**config.mk**
```make
export PLATFORM = sky130hd
export DESIGN_NAME = hazard_scoreboard_unit
export DESIGN_NICKNAME = d
export VERILOG_FILES = /design/src/rtl/hazard_scoreboard_unit_pkg.sv /design/src/rtl/hazard_scoreboard_unit_load_scoreboard.sv /design/src/rtl/hazard_scoreboard_unit.sv
export SDC_FILE = /design/constraint.sdc
export NUM_CORES = 1
export LEC_CHECK = 0
export ABC_AREA = 0
export BUFFER_PORTS_ARGS = -buffer_cell sky130_fd_sc_hd__buf_2
export CAP_MARGIN = 20
export CORE_UTILIZATION = 40
export CTS_BUF_LIST = sky130_fd_sc_hd__clkbuf_2
export DETAILED_ROUTE_END_ITERATION = 10
export MAX_ROUTING_LAYER = met4
export PLACE_DENSITY_LB_ADDON = 0.15
export SLEW_MARGIN = 20
export SYNTH_ARGS = -nofsm -noshare
export SYNTH_HDL_FRONTEND = slang
export SYNTH_SLANG_ARGS = --single-unit
```
**constraint.sdc**
```tcl
create_clock -name clk -period 2.8 [get_ports clk]
set_clock_uncertainty 0.1 [all_clocks]
set_input_delay 0.14 -clock clk [delete_from_list [all_inputs] [get_ports clk]]
set_output_delay 0.14 -clock clk [all_outputs]
set_load 0.02 [all_outputs]
```
**src/rtl/hazard_scoreboard_unit_pkg.sv**
```systemverilog
// rtl/hazard_scoreboard_unit_pkg.sv - opcodes, FSM encoding and control patterns for the hazard unit
package hazard_scoreboard_unit_pkg;

  // Opcodes of the five-stage core that the hazard unit decodes or passes through
  localparam logic [6:0] OPC_JR  = 7'b0001000;
  localparam logic [6:0] OPC_BEQ = 7'b0000100;
  localparam logic [6:0] OPC_BNE = 7'b0000101;

  // jr redirect sequencer state encoding
  localparam logic [0:0] ST_IDLE     = 1'b0;
  localparam logic [0:0] ST_JR_DRAIN = 1'b1;

  typedef enum logic [0:0] {
    S_IDLE     = ST_IDLE,
    S_JR_DRAIN = ST_JR_DRAIN
  } jr_state_e;

  // Pipeline control bundle, MSB first: PC write, IF_ID write, IF_ID flush, ID_EX flush
  typedef struct packed {
    logic pc_write;
    logic if_id_write;
    logic if_id_flush;
    logic id_ex_flush;
  } hz_ctrl_t;

  localparam hz_ctrl_t CTRL_RUN     = 4'b1100;
  localparam hz_ctrl_t CTRL_MISPRED = 4'b1111;
  localparam hz_ctrl_t CTRL_STALL   = 4'b0001;
  localparam hz_ctrl_t CTRL_DRAIN   = 4'b1110;
  localparam hz_ctrl_t CTRL_JR      = 4'b0110;

  function automatic logic is_jr(input logic [6:0] opcode);
    return opcode == OPC_JR;
  endfunction

endpackage

```
**src/rtl/hazard_scoreboard_unit_load_scoreboard.sv**
```systemverilog
// rtl/hazard_scoreboard_unit_load_scoreboard.sv - per-register load countdown array and load-use lookup
module hazard_scoreboard_unit_load_scoreboard #(
  parameter int REG_AW   = 5,
  parameter int LOAD_LAT = 1
) (
  input  logic              clk,
  input  logic              i_rst,
  input  logic              i_issue,
  input  logic [REG_AW-1:0] i_rd,
  input  logic [REG_AW-1:0] i_rs1,
  input  logic              i_use_rs1,
  input  logic [REG_AW-1:0] i_rs2,
  input  logic              i_use_rs2,
  output logic              o_load_stall
);

  localparam int NREGS = 1 << REG_AW;
  localparam int SB_W  = $clog2(LOAD_LAT + 1);
  localparam logic [SB_W-1:0] SB_INIT = SB_W'(LOAD_LAT);
  localparam logic [SB_W-1:0] SB_ONE  = SB_W'(1);

  // Remaining cycles before each register's load result can be forwarded
  logic [SB_W-1:0] r_sb_cnt [NREGS];

  logic w_busy_rs1;
  logic w_busy_rs2;

  // Countdown array: a fresh issue reloads its entry, otherwise nonzero entries tick down; x0 stays 0
  always_ff @(posedge clk or negedge i_rst) begin
    if (!i_rst) begin
      for (int i = 0; i < NREGS; i++) begin
        r_sb_cnt[i] <= '0;
      end
    end else begin
      r_sb_cnt[0] <= '0;
      for (int i = 1; i < NREGS; i++) begin
        if (i_issue && (i_rd == REG_AW'(i))) begin
          r_sb_cnt[i] <= SB_INIT;
        end else if (r_sb_cnt[i] != '0) begin
          r_sb_cnt[i] <= r_sb_cnt[i] - SB_ONE;
        end
      end
    end
  end

  assign w_busy_rs1   = i_use_rs1 && (r_sb_cnt[i_rs1] != '0);
  assign w_busy_rs2   = i_use_rs2 && (r_sb_cnt[i_rs2] != '0);
  assign o_load_stall = w_busy_rs1 | w_busy_rs2;

endmodule

```
**src/rtl/hazard_scoreboard_unit.sv**
```systemverilog
// rtl/hazard_scoreboard_unit.sv - load-use / jr / mispredict hazard controller with event counters
module hazard_scoreboard_unit
  import hazard_scoreboard_unit_pkg::*;
#(
  parameter int REG_AW     = 5,
  parameter int LOAD_LAT   = 1,
  parameter int JR_BUBBLES = 1,
  parameter int CNT_W      = 32
) (
  input  logic              clk,
  input  logic              rst,
  input  logic [6:0]        if_id_opcode,
  input  logic [REG_AW-1:0] if_id_rs1,
  input  logic [REG_AW-1:0] if_id_rs2,
  input  logic              if_id_use_rs1,
  input  logic              if_id_use_rs2,
  input  logic              if_id_memread,
  input  logic [REG_AW-1:0] if_id_rd,
  input  logic              Wrong_prediction,
  output logic              PC_Write,
  output logic              if_id_Write,
  output logic              if_id_flush,
  output logic              id_ex_flush,
  output logic [CNT_W-1:0]  stall_count,
  output logic [CNT_W-1:0]  flush_count
);

  localparam int JR_CW = (JR_BUBBLES > 1) ? $clog2(JR_BUBBLES) : 1;
  localparam logic [JR_CW-1:0] JR_INIT = JR_CW'(JR_BUBBLES - 1);
  localparam logic [JR_CW-1:0] JR_ONE  = JR_CW'(1);
  localparam logic [CNT_W-1:0] CNT_ONE = CNT_W'(1);

  if ((LOAD_LAT < 1) || (LOAD_LAT > 7)) begin : g_bad_load_lat
    $error("hazard_scoreboard_unit: LOAD_LAT must be 1..7");
  end
  if ((JR_BUBBLES < 1) || (JR_BUBBLES > 4)) begin : g_bad_jr_bubbles
    $error("hazard_scoreboard_unit: JR_BUBBLES must be 1..4");
  end

  jr_state_e        r_state;
  jr_state_e        w_state_nxt;
  logic [JR_CW-1:0] r_jr_cnt;
  logic [JR_CW-1:0] w_jr_cnt_nxt;
  logic [CNT_W-1:0] r_stall_cnt;
  logic [CNT_W-1:0] r_flush_cnt;

  hz_ctrl_t w_ctrl;
  hz_ctrl_t w_out;
  logic     w_load_stall;
  logic     w_issue;

  // A load leaves ID only when it is neither held by a hazard nor squashed by a mispredict
  assign w_issue = if_id_memread & ~w_load_stall & ~Wrong_prediction;

  hazard_scoreboard_unit_load_scoreboard #(
    .REG_AW   (REG_AW),
    .LOAD_LAT (LOAD_LAT)
  ) u_load_scoreboard (
    .clk          (clk),
    .i_rst        (rst),
    .i_issue      (w_issue),
    .i_rd         (if_id_rd),
    .i_rs1        (if_id_rs1),
    .i_use_rs1    (if_id_use_rs1),
    .i_rs2        (if_id_rs2),
    .i_use_rs2    (if_id_use_rs2),
    .o_load_stall (w_load_stall)
  );

  // jr sequencer state register
  always_ff @(posedge clk or negedge rst) begin
    if (!rst) begin
      r_state  <= S_IDLE;
      r_jr_cnt <= '0;
    end else begin
      r_state  <= w_state_nxt;
      r_jr_cnt <= w_jr_cnt_nxt;
    end
  end

  // Priority mux: mispredict, then load-use stall, then jr drain, then jr entry, else run
  always_comb begin
    w_ctrl       = CTRL_RUN;
    w_state_nxt  = r_state;
    w_jr_cnt_nxt = r_jr_cnt;
    if (Wrong_prediction) begin
      w_ctrl       = CTRL_MISPRED;
      w_state_nxt  = S_IDLE;
      w_jr_cnt_nxt = '0;
    end else if (w_load_stall) begin
      w_ctrl = CTRL_STALL;
    end else if (r_state == S_JR_DRAIN) begin
      w_ctrl       = CTRL_DRAIN;
      w_jr_cnt_nxt = r_jr_cnt - JR_ONE;
      if (r_jr_cnt <= JR_ONE) begin
        w_state_nxt  = S_IDLE;
        w_jr_cnt_nxt = '0;
      end
    end else if (is_jr(if_id_opcode)) begin
      w_ctrl = CTRL_JR;
      if (JR_BUBBLES > 1) begin
        w_state_nxt  = S_JR_DRAIN;
        w_jr_cnt_nxt = JR_INIT;
      end
    end
  end

  // While reset is held the pipeline free-runs with no flushes
  assign w_out       = rst ? w_ctrl : CTRL_RUN;
  assign PC_Write    = w_out.pc_write;
  assign if_id_Write = w_out.if_id_write;
  assign if_id_flush = w_out.if_id_flush;
  assign id_ex_flush = w_out.id_ex_flush;

  // Saturating profiling counters for PC-hold cycles and mispredict cycles
  always_ff @(posedge clk or negedge rst) begin
    if (!rst) begin
      r_stall_cnt <= '0;
      r_flush_cnt <= '0;
    end else begin
      if (!w_out.pc_write && (r_stall_cnt != '1)) begin
        r_stall_cnt <= r_stall_cnt + CNT_ONE;
      end
      if (Wrong_prediction && (r_flush_cnt != '1)) begin
        r_flush_cnt <= r_flush_cnt + CNT_ONE;
      end
    end
  end

  assign stall_count = r_stall_cnt;
  assign flush_count = r_flush_cnt;

endmodule
```
# Word level (Yosys, flattened, before mapping)
# Cells that the tools add are included.
[word_totals]
input_bits = 28
word_cells = 233
regBits = 97
output_inout_bits = 68
[classes]
n_eq_ne = 35
add_sub_neg = 34
magnitude_cmp = 3
n_reduce_logical = 38
n_mux = 81
n_bitwise = 7
[op_table]
columns = ["cell", "count"]
rows = [
  ["== test 5 bit (second input constant)", 16],
  ["2-to-1 mux 1 bit", 74],
  ["adder 32 x 1 -> 32 bit (second input constant)", 2],
  ["inequality test 32 bit (second input constant)", 2],
  ["== test 5 x 4 -> 1 bit (second input constant)", 8],
  ["logical AND 1 bit", 35],
  ["subtractor 1 bit (second input constant)", 32],
  ["== test 5 x 3 -> 1 bit (second input constant)", 4],
  ["2-to-1 mux 4 bit", 5],
  ["greater-or-equal comparator 6 bit (second input constant)", 2],
  ["inverter 5 -> 6 bit", 2],
  ["binary-select mux 1 bit (select 5 bit)", 2],
  ["== test 5 x 2 -> 1 bit (second input constant)", 2],
  ["== test 7 x 4 -> 1 bit (second input constant)", 1],
  ["== test 5 x 1 -> 1 bit (second input constant)", 1],
  ["bitwise AND 1 bit", 2],
  ["inequality test 2 bit (second input constant)", 1],
  ["inverter 1 bit", 2],
  ["AND reduction 2 bit", 1],
  ["nonzero test 2 bit", 1],
  ["less-or-equal comparator 1 bit (second input constant)", 1],
  ["zero test 1 bit", 1],
  ["bitwise OR 1 bit", 1],
]

# Longest topological paths before layout
[depth]
depth_word = 11
mapped_depth = 11
ltp_nobuf = 8

# Modules after synthesis
# A second synthesis with hierarchy kept.
[hier_totals]
cells_unflattened = 421
hier_area_um2 = 4644.5
[by_module_without_submodules]
columns = ["mod", "instances", "cells_each", "seq_area_each_um2", "area_per_inst_um2"]
rows = [
  ["hazard_scoreboard_unit", 1, 286, 1601.5, 3055.4],
  ["hazard_scoreboard_unit_load_scoreboard", 1, 135, 775.7, 1589.0],
]

# Worst setup path after synthesis
# Ideal clock, no wire load.
[synth_path]
path_kind = "reg2reg"
start = "register r_stall_cnt[0] (netlist: stall_count[0])"
end = "register r_stall_cnt[19] (netlist: stall_count[19])"
path_buffers = 3
path_stages_with_launch = 12
setup_time_ps = 132
required_time_ps = 2568
period_less_slack_ps = 2622
setup_slack_ps = 178
arrival_time_ps = 2389
cell_sequence = "dfrtp_1 ha_1 and3_1 and3_1 and3_1 clkbuf_1 nand3_1 o21a_1 clkbuf_1 clkbuf_1 nand3_1 xnor2_1"
[synth_between]
elab_chain_len = 2
elab_cells_between_ends = 3
cone_classes = "1 x add/sub; 1 x eq/ne; 1 x reduce/logical"
[synth_lines]
columns = ["item", "line_no", "rtl"]
rows = [
  ["from (decl)", "hazard_scoreboard_unit.sv:44", "logic [CNT_W-1:0] r_stall_cnt;"],
  ["from (signal assigned)", "hazard_scoreboard_unit.sv:122", "r_stall_cnt <= r_stall_cnt + CNT_ONE;"],
  ["branches (longest 2 deep; another with adder 32 x 1 -> 32 bit)", "-", ""],
]
# Several ways; the timed one is not identified.
# A chain may end at the register's enable or synchronous reset.

# Worst setup path after layout
[layout_path]
start = "register u_load_scoreboard.r_sb_cnt[15] (netlist bit)"
end = "output port if_id_flush"
[layout_between]
elab_chain_len = 8
elab_cells_between_ends = 12
cone_classes = "9 x mux; 1 x bitwise; 2 x reduce/logical"
[layout_lines]
columns = ["item", "line_no", "rtl"]
rows = [
  ["from (decl)", "hazard_scoreboard_unit_load_scoreboard.sv:23", "logic [SB_W-1:0] r_sb_cnt [NREGS];"],
  ["from (signal, indexed assignment)", "hazard_scoreboard_unit_load_scoreboard.sv:40", "r_sb_cnt[i] <= r_sb_cnt[i] - SB_ONE;"],
  ["binary-select mux 1 bit (select 5 bit) (on tied branches)", "hazard_scoreboard_unit_load_scoreboard.sv:46, hazard_scoreboard_unit_load_scoreboard.sv:47", ""],
  ["2-to-1 mux 1 bit (on tied branches) (2 in a row)", "hazard_scoreboard_unit_load_scoreboard.sv:46, hazard_scoreboard_unit_load_scoreboard.sv:47", ""],
  ["logical AND 1 bit (on tied branches)", "hazard_scoreboard_unit_load_scoreboard.sv:46, hazard_scoreboard_unit_load_scoreboard.sv:47", ""],
  ["bitwise OR 1 bit (*)", "hazard_scoreboard_unit_load_scoreboard.sv:48", "assign o_load_stall = w_busy_rs1 | w_busy_rs2;"],
  ["2-to-1 mux 4 bit (*)", "hazard_scoreboard_unit.sv:90", "end else if (w_load_stall) begin"],
  ["2-to-1 mux 4 bit (*)", "hazard_scoreboard_unit.sv:86", "if (Wrong_prediction) begin"],
  ["2-to-1 mux 4 bit (*)", "hazard_scoreboard_unit.sv:109", "assign w_out = rst ? w_ctrl : CTRL_RUN;"],
  ["to (decl)", "hazard_scoreboard_unit.sv:22", "output logic if_id_flush,"],
]
# Every way passes the cells marked *; elsewhere a longest branch is shown, timed or not. The select of a mux whose other input is x is not followed.

==> metrics <==
run status=finished, violations left; failing checks=design-rule violations, negative setup slack; reg2reg start=u_load_scoreboard.r_sb_cnt[15]; total nets after synthesis=478; die boundary height=111.1 um; Mapped Area=4765 um^2; leading cell types in the layout, fill and taps excluded=sky130_fd_sc_hd__dfrtp_1 (95), sky130_fd_sc_hd__buf_2 (90), sky130_fd_sc_hd__xnor2_1 (54); required time at the endpoint of the critical path=2.56 ns; detailed-route vias per instance=5.281; minimum setup slack after placement=0.2895 ns; routed wire length per instance=15.66 um; placed wire-length estimate=8062 um; Primary FF master, synth=sky130_fd_sc_hd__dfrtp_1; DRC violations left=8; Async SR Flop Fraction=1.000; leakage=2.750 nW; count of pins on the block boundary=96; power density over cell area=509.6 nW/um^2; Core Footprint=11,520 um^2; fraction of layout cells with a size suffix above 1=0.2739; IR Drop Worst-Case VDD=0.0004667 V; launching instance or port of the critical path=u_load_scoreboard.r_sb_cnt[15]; Critical Path Slowest Stage Cell=sky130_fd_sc_hd__mux4_2; max frequency=0.3491 GHz; combined global-route utilization of all metal layers=0.1959; type of the setup path with the least slack=reg2out; Starting Density=0.4137; path category of the worst min-delay check=in2async; final setup violation count=4; clock input transition at the sequential cells of the worst setup and hold paths=0.25 ns; maximum number of pins on one net before global-route repair=55; quantity of I/O buffers inserted on ports=95; filler-free cell count of the finished design=709; minimum period implied by the final worst setup slack=2.864 ns; Total Routed Length=11,100 um; Slew @ Worst Pin=0.8700 ns; count of antenna diodes in the layout=0; FF+latch count, synth=95; clock root buffer=sky130_fd_sc_hd__clkbuf_2; clock tree buffer depth=2; gate count after technology mapping=448; TritonCTS clock tree=yes; DRC violation total after the first TritonRoute iteration=211; number of vias after detailed routing=3,744; worst setup margin=-0.06442 ns; total of warnings raised by yosys=0; Synth cell types=51; Overflow after GRT=0; Clk Latency, worst-skew pair=0.59 ns; Final Hold Vio Count=0; Critical Path End Type=output pin; fill cell total of the finished layout=1,064; number of nets with antenna violations after detailed routing=0; number of core rows=39; antenna violations before repair=0; signal arrival time at the worst endpoint=2.62 ns; Layout area overhead=20.75%; cell chain of the critical path=mux4_2 > o2111a_1 > o41ai_4 > nand2_2 > nor2_2 > o21a_1 > buf_6; sequential share of the synthesized area=0.4989; count of final max-slew check failures=0; count of maximum capacitance violations=0; category of cells accounting for the largest share of critical-path delay=compound AO/OA/AOI/OAI gates; global-route wire length before repair=18,340 um; RSZ-0062 raised after global routing=yes; final weighted congestion in routability-driven placement=0.8002; relative slew slack=0.4147; most frequent standard cell in the layout excluding fill and tap cells=sky130_fd_sc_hd__dfrtp_1; delay of the slowest cell on the worst path=0.45 ns; count of nets after finishing=591; worst path bufs/invs=1; period utilisation layout=1.023; Min Hold Slack=0.05242 ns; overall die area=12,350 um^2; number of instances in the placed design=678; kind of start point of the critical path=flop; vias in the first global route=3,559; die span in x=111.1 um; number of buffers created by CTS=9; Num Clock Sinks=95; number of enable flip-flop cells after synthesis=0; synthesized area per cell=10.64 um^2; largest fanout on the critical path=5; htree depth=3; router iterations before antenna repair=9
[sequential cells by signal, indices dropped and copies added, names as in the netlist]
register / cells
stall_count: 32
u_load_scoreboard.r_sb_cnt: 31
flush_count: 32
[kinds of logic (layout without fill, tap and decap cells)]
| kind of cell | after synthesis | count (layout) | share of synthesized area |
|---|---|---|---|
| and+or+nand+nor | 211 | 211 | 0.2329 |
| DFF | 95 | 95 | 0.4989 |
| xor gates and xnor gates | 62 | 62 | 0.1140 |
| buffers and inverters | 28 | 146 | 0.03125 |
| muxes | 26 | 26 | 0.07248 |
| adders and majority gates | 2 | 2 | 0.005251 |
| AOI/OAI and AO/OA | 24 | 24 | 0.04517 |
[layout make-up]
type,instances,area (um^2),area share
tap,143,178.9,0.03110
clock inverter,6,108.9,0.01892
timing repair buffer,123,748.2,0.1301
multi-input combinational,325,2263,0.3934
inverter,7,26.28,0.004567
sequential,95,2377,0.4132
clock buffer,10,50.05,0.008699
[synth_stat cells (2+ instances only)]
cell / instances / share of area
sky130_fd_sc_hd__dfrtp_1: 95 / 0.50
sky130_fd_sc_hd__nand3b_1: 6 / 0.0095
sky130_fd_sc_hd__nand3_1: 47 / 0.049
sky130_fd_sc_hd__mux4_2: 5 / 0.024
sky130_fd_sc_hd__mux2_2: 5 / 0.012
sky130_fd_sc_hd__a211o_1: 2 / 0.0037
sky130_fd_sc_hd__nor3_1: 7 / 0.0074
sky130_fd_sc_hd__or3b_2: 2 / 0.0037
sky130_fd_sc_hd__and3_1: 15 / 0.020
sky130_fd_sc_hd__nand2_1: 34 / 0.027
sky130_fd_sc_hd__a21oi_1: 2 / 0.0021
sky130_fd_sc_hd__clkbuf_1: 8 / 0.0063
sky130_fd_sc_hd__buf_4: 2 / 0.0032
sky130_fd_sc_hd__nor2b_1: 8 / 0.011
sky130_fd_sc_hd__a31oi_1: 3 / 0.0039
sky130_fd_sc_hd__mux2i_1: 15 / 0.032
sky130_fd_sc_hd__nor4_1: 5 / 0.0066
sky130_fd_sc_hd__nand4_1: 12 / 0.016
sky130_fd_sc_hd__inv_1: 7 / 0.0055
sky130_fd_sc_hd__and4_1: 9 / 0.017
sky130_fd_sc_hd__a22oi_1: 2 / 0.0032
sky130_fd_sc_hd__xor2_1: 8 / 0.015
sky130_fd_sc_hd__buf_1: 2 / 0.0016
sky130_fd_sc_hd__o2111ai_1: 2 / 0.0037
sky130_fd_sc_hd__buf_6: 4 / 0.0095
sky130_fd_sc_hd__buf_2: 5 / 0.0053
sky130_fd_sc_hd__o21a_1: 3 / 0.0047
sky130_fd_sc_hd__and2_1: 3 / 0.0039
sky130_fd_sc_hd__or4_4: 4 / 0.0095
sky130_fd_sc_hd__o311a_2: 2 / 0.0047
sky130_fd_sc_hd__ha_1: 2 / 0.0053
sky130_fd_sc_hd__nor2_1: 50 / 0.039
sky130_fd_sc_hd__xnor2_1: 54 / 0.099
[layer usage]
| layer | GRT usage | part of all wire | vias up |
|---|---|---|---|
| met1 | 0.2620 | 0.47 | 1848 |
| met2 | 0.2914 | 0.45 | 85 |
| met5 | - | 0 | - |
| met3 | 0.03827 | 0.051 | 23 |
| met4 | 0.08378 | 0.021 | 0 |
| li1 | - | - | 1788 |
[per-stage QoR]
step / util / power [W] / cell area (um^2) / TNS (ns)
3_3_place_gp: 0.4686 / 0.002061 / 5396 / 0
3_5_place_dp: 0.4686 / 0.002071 / 5396 / 0
5_1_grt: 0.4996 / 0.003071 / 5753 / -0.7161
4_1_cts: 0.4977 / 0.002952 / 5732 / -0.2826
2_1_floorplan: - / 0.001863 / 4765 / 0
6_report: 0.4996 / 0.002932 / 5753 / -0.1843
[tightest hold or removal path, cell delays in order]
cell and delay (ns):
sky130_fd_sc_hd__dlygate4sd3_1 0.52, sky130_fd_sc_hd__buf_4 0.12, sky130_fd_sc_hd__buf_4 0.45
[worst paths after layout]
| path | slack (ns) | depth (start not counted) | to |
|---|---|---|---|
| worst min-delay path | 0.05 | 3 | flush_count[0] |
| worst max-delay path | -0.06 | 7 | if_id_flush |
| max in group asynchronous | 1.43 | 4 | flush_count[21] |
| min in group clk | 0.20 | 6 | u_load_scoreboard.r_sb_cnt[29] |
| worst max register to register | 0.12 | 7 | u_load_scoreboard.r_sb_cnt[20] |
| worst min register to register | 0.41 | 1 | flush_count[8] |
[where the power goes]
| group | internal (W) | switching (W) |
|---|---|---|
| Combinational | 0.000217 | 0.000319 |
| Clock | 0.000387 | 0.000465 |
| Sequential | 0.00145 | 0.0000953 |
| Total | 0.00205 | 0.000879 |
[timing repair]
| item | 4_1_cts | 5_1_grt |
|---|---|---|
| hold buffers | 11 | 0 |
| endpoints found under the hold margin | 96 | 0 |
| pin swaps | 5 | 1 |
| endpoints found under the setup margin | 4 | 4 |
| setup buffers | 2 | 2 |
| resized for setup | 13 | 2 |
(Power assumes the default switching activity.)
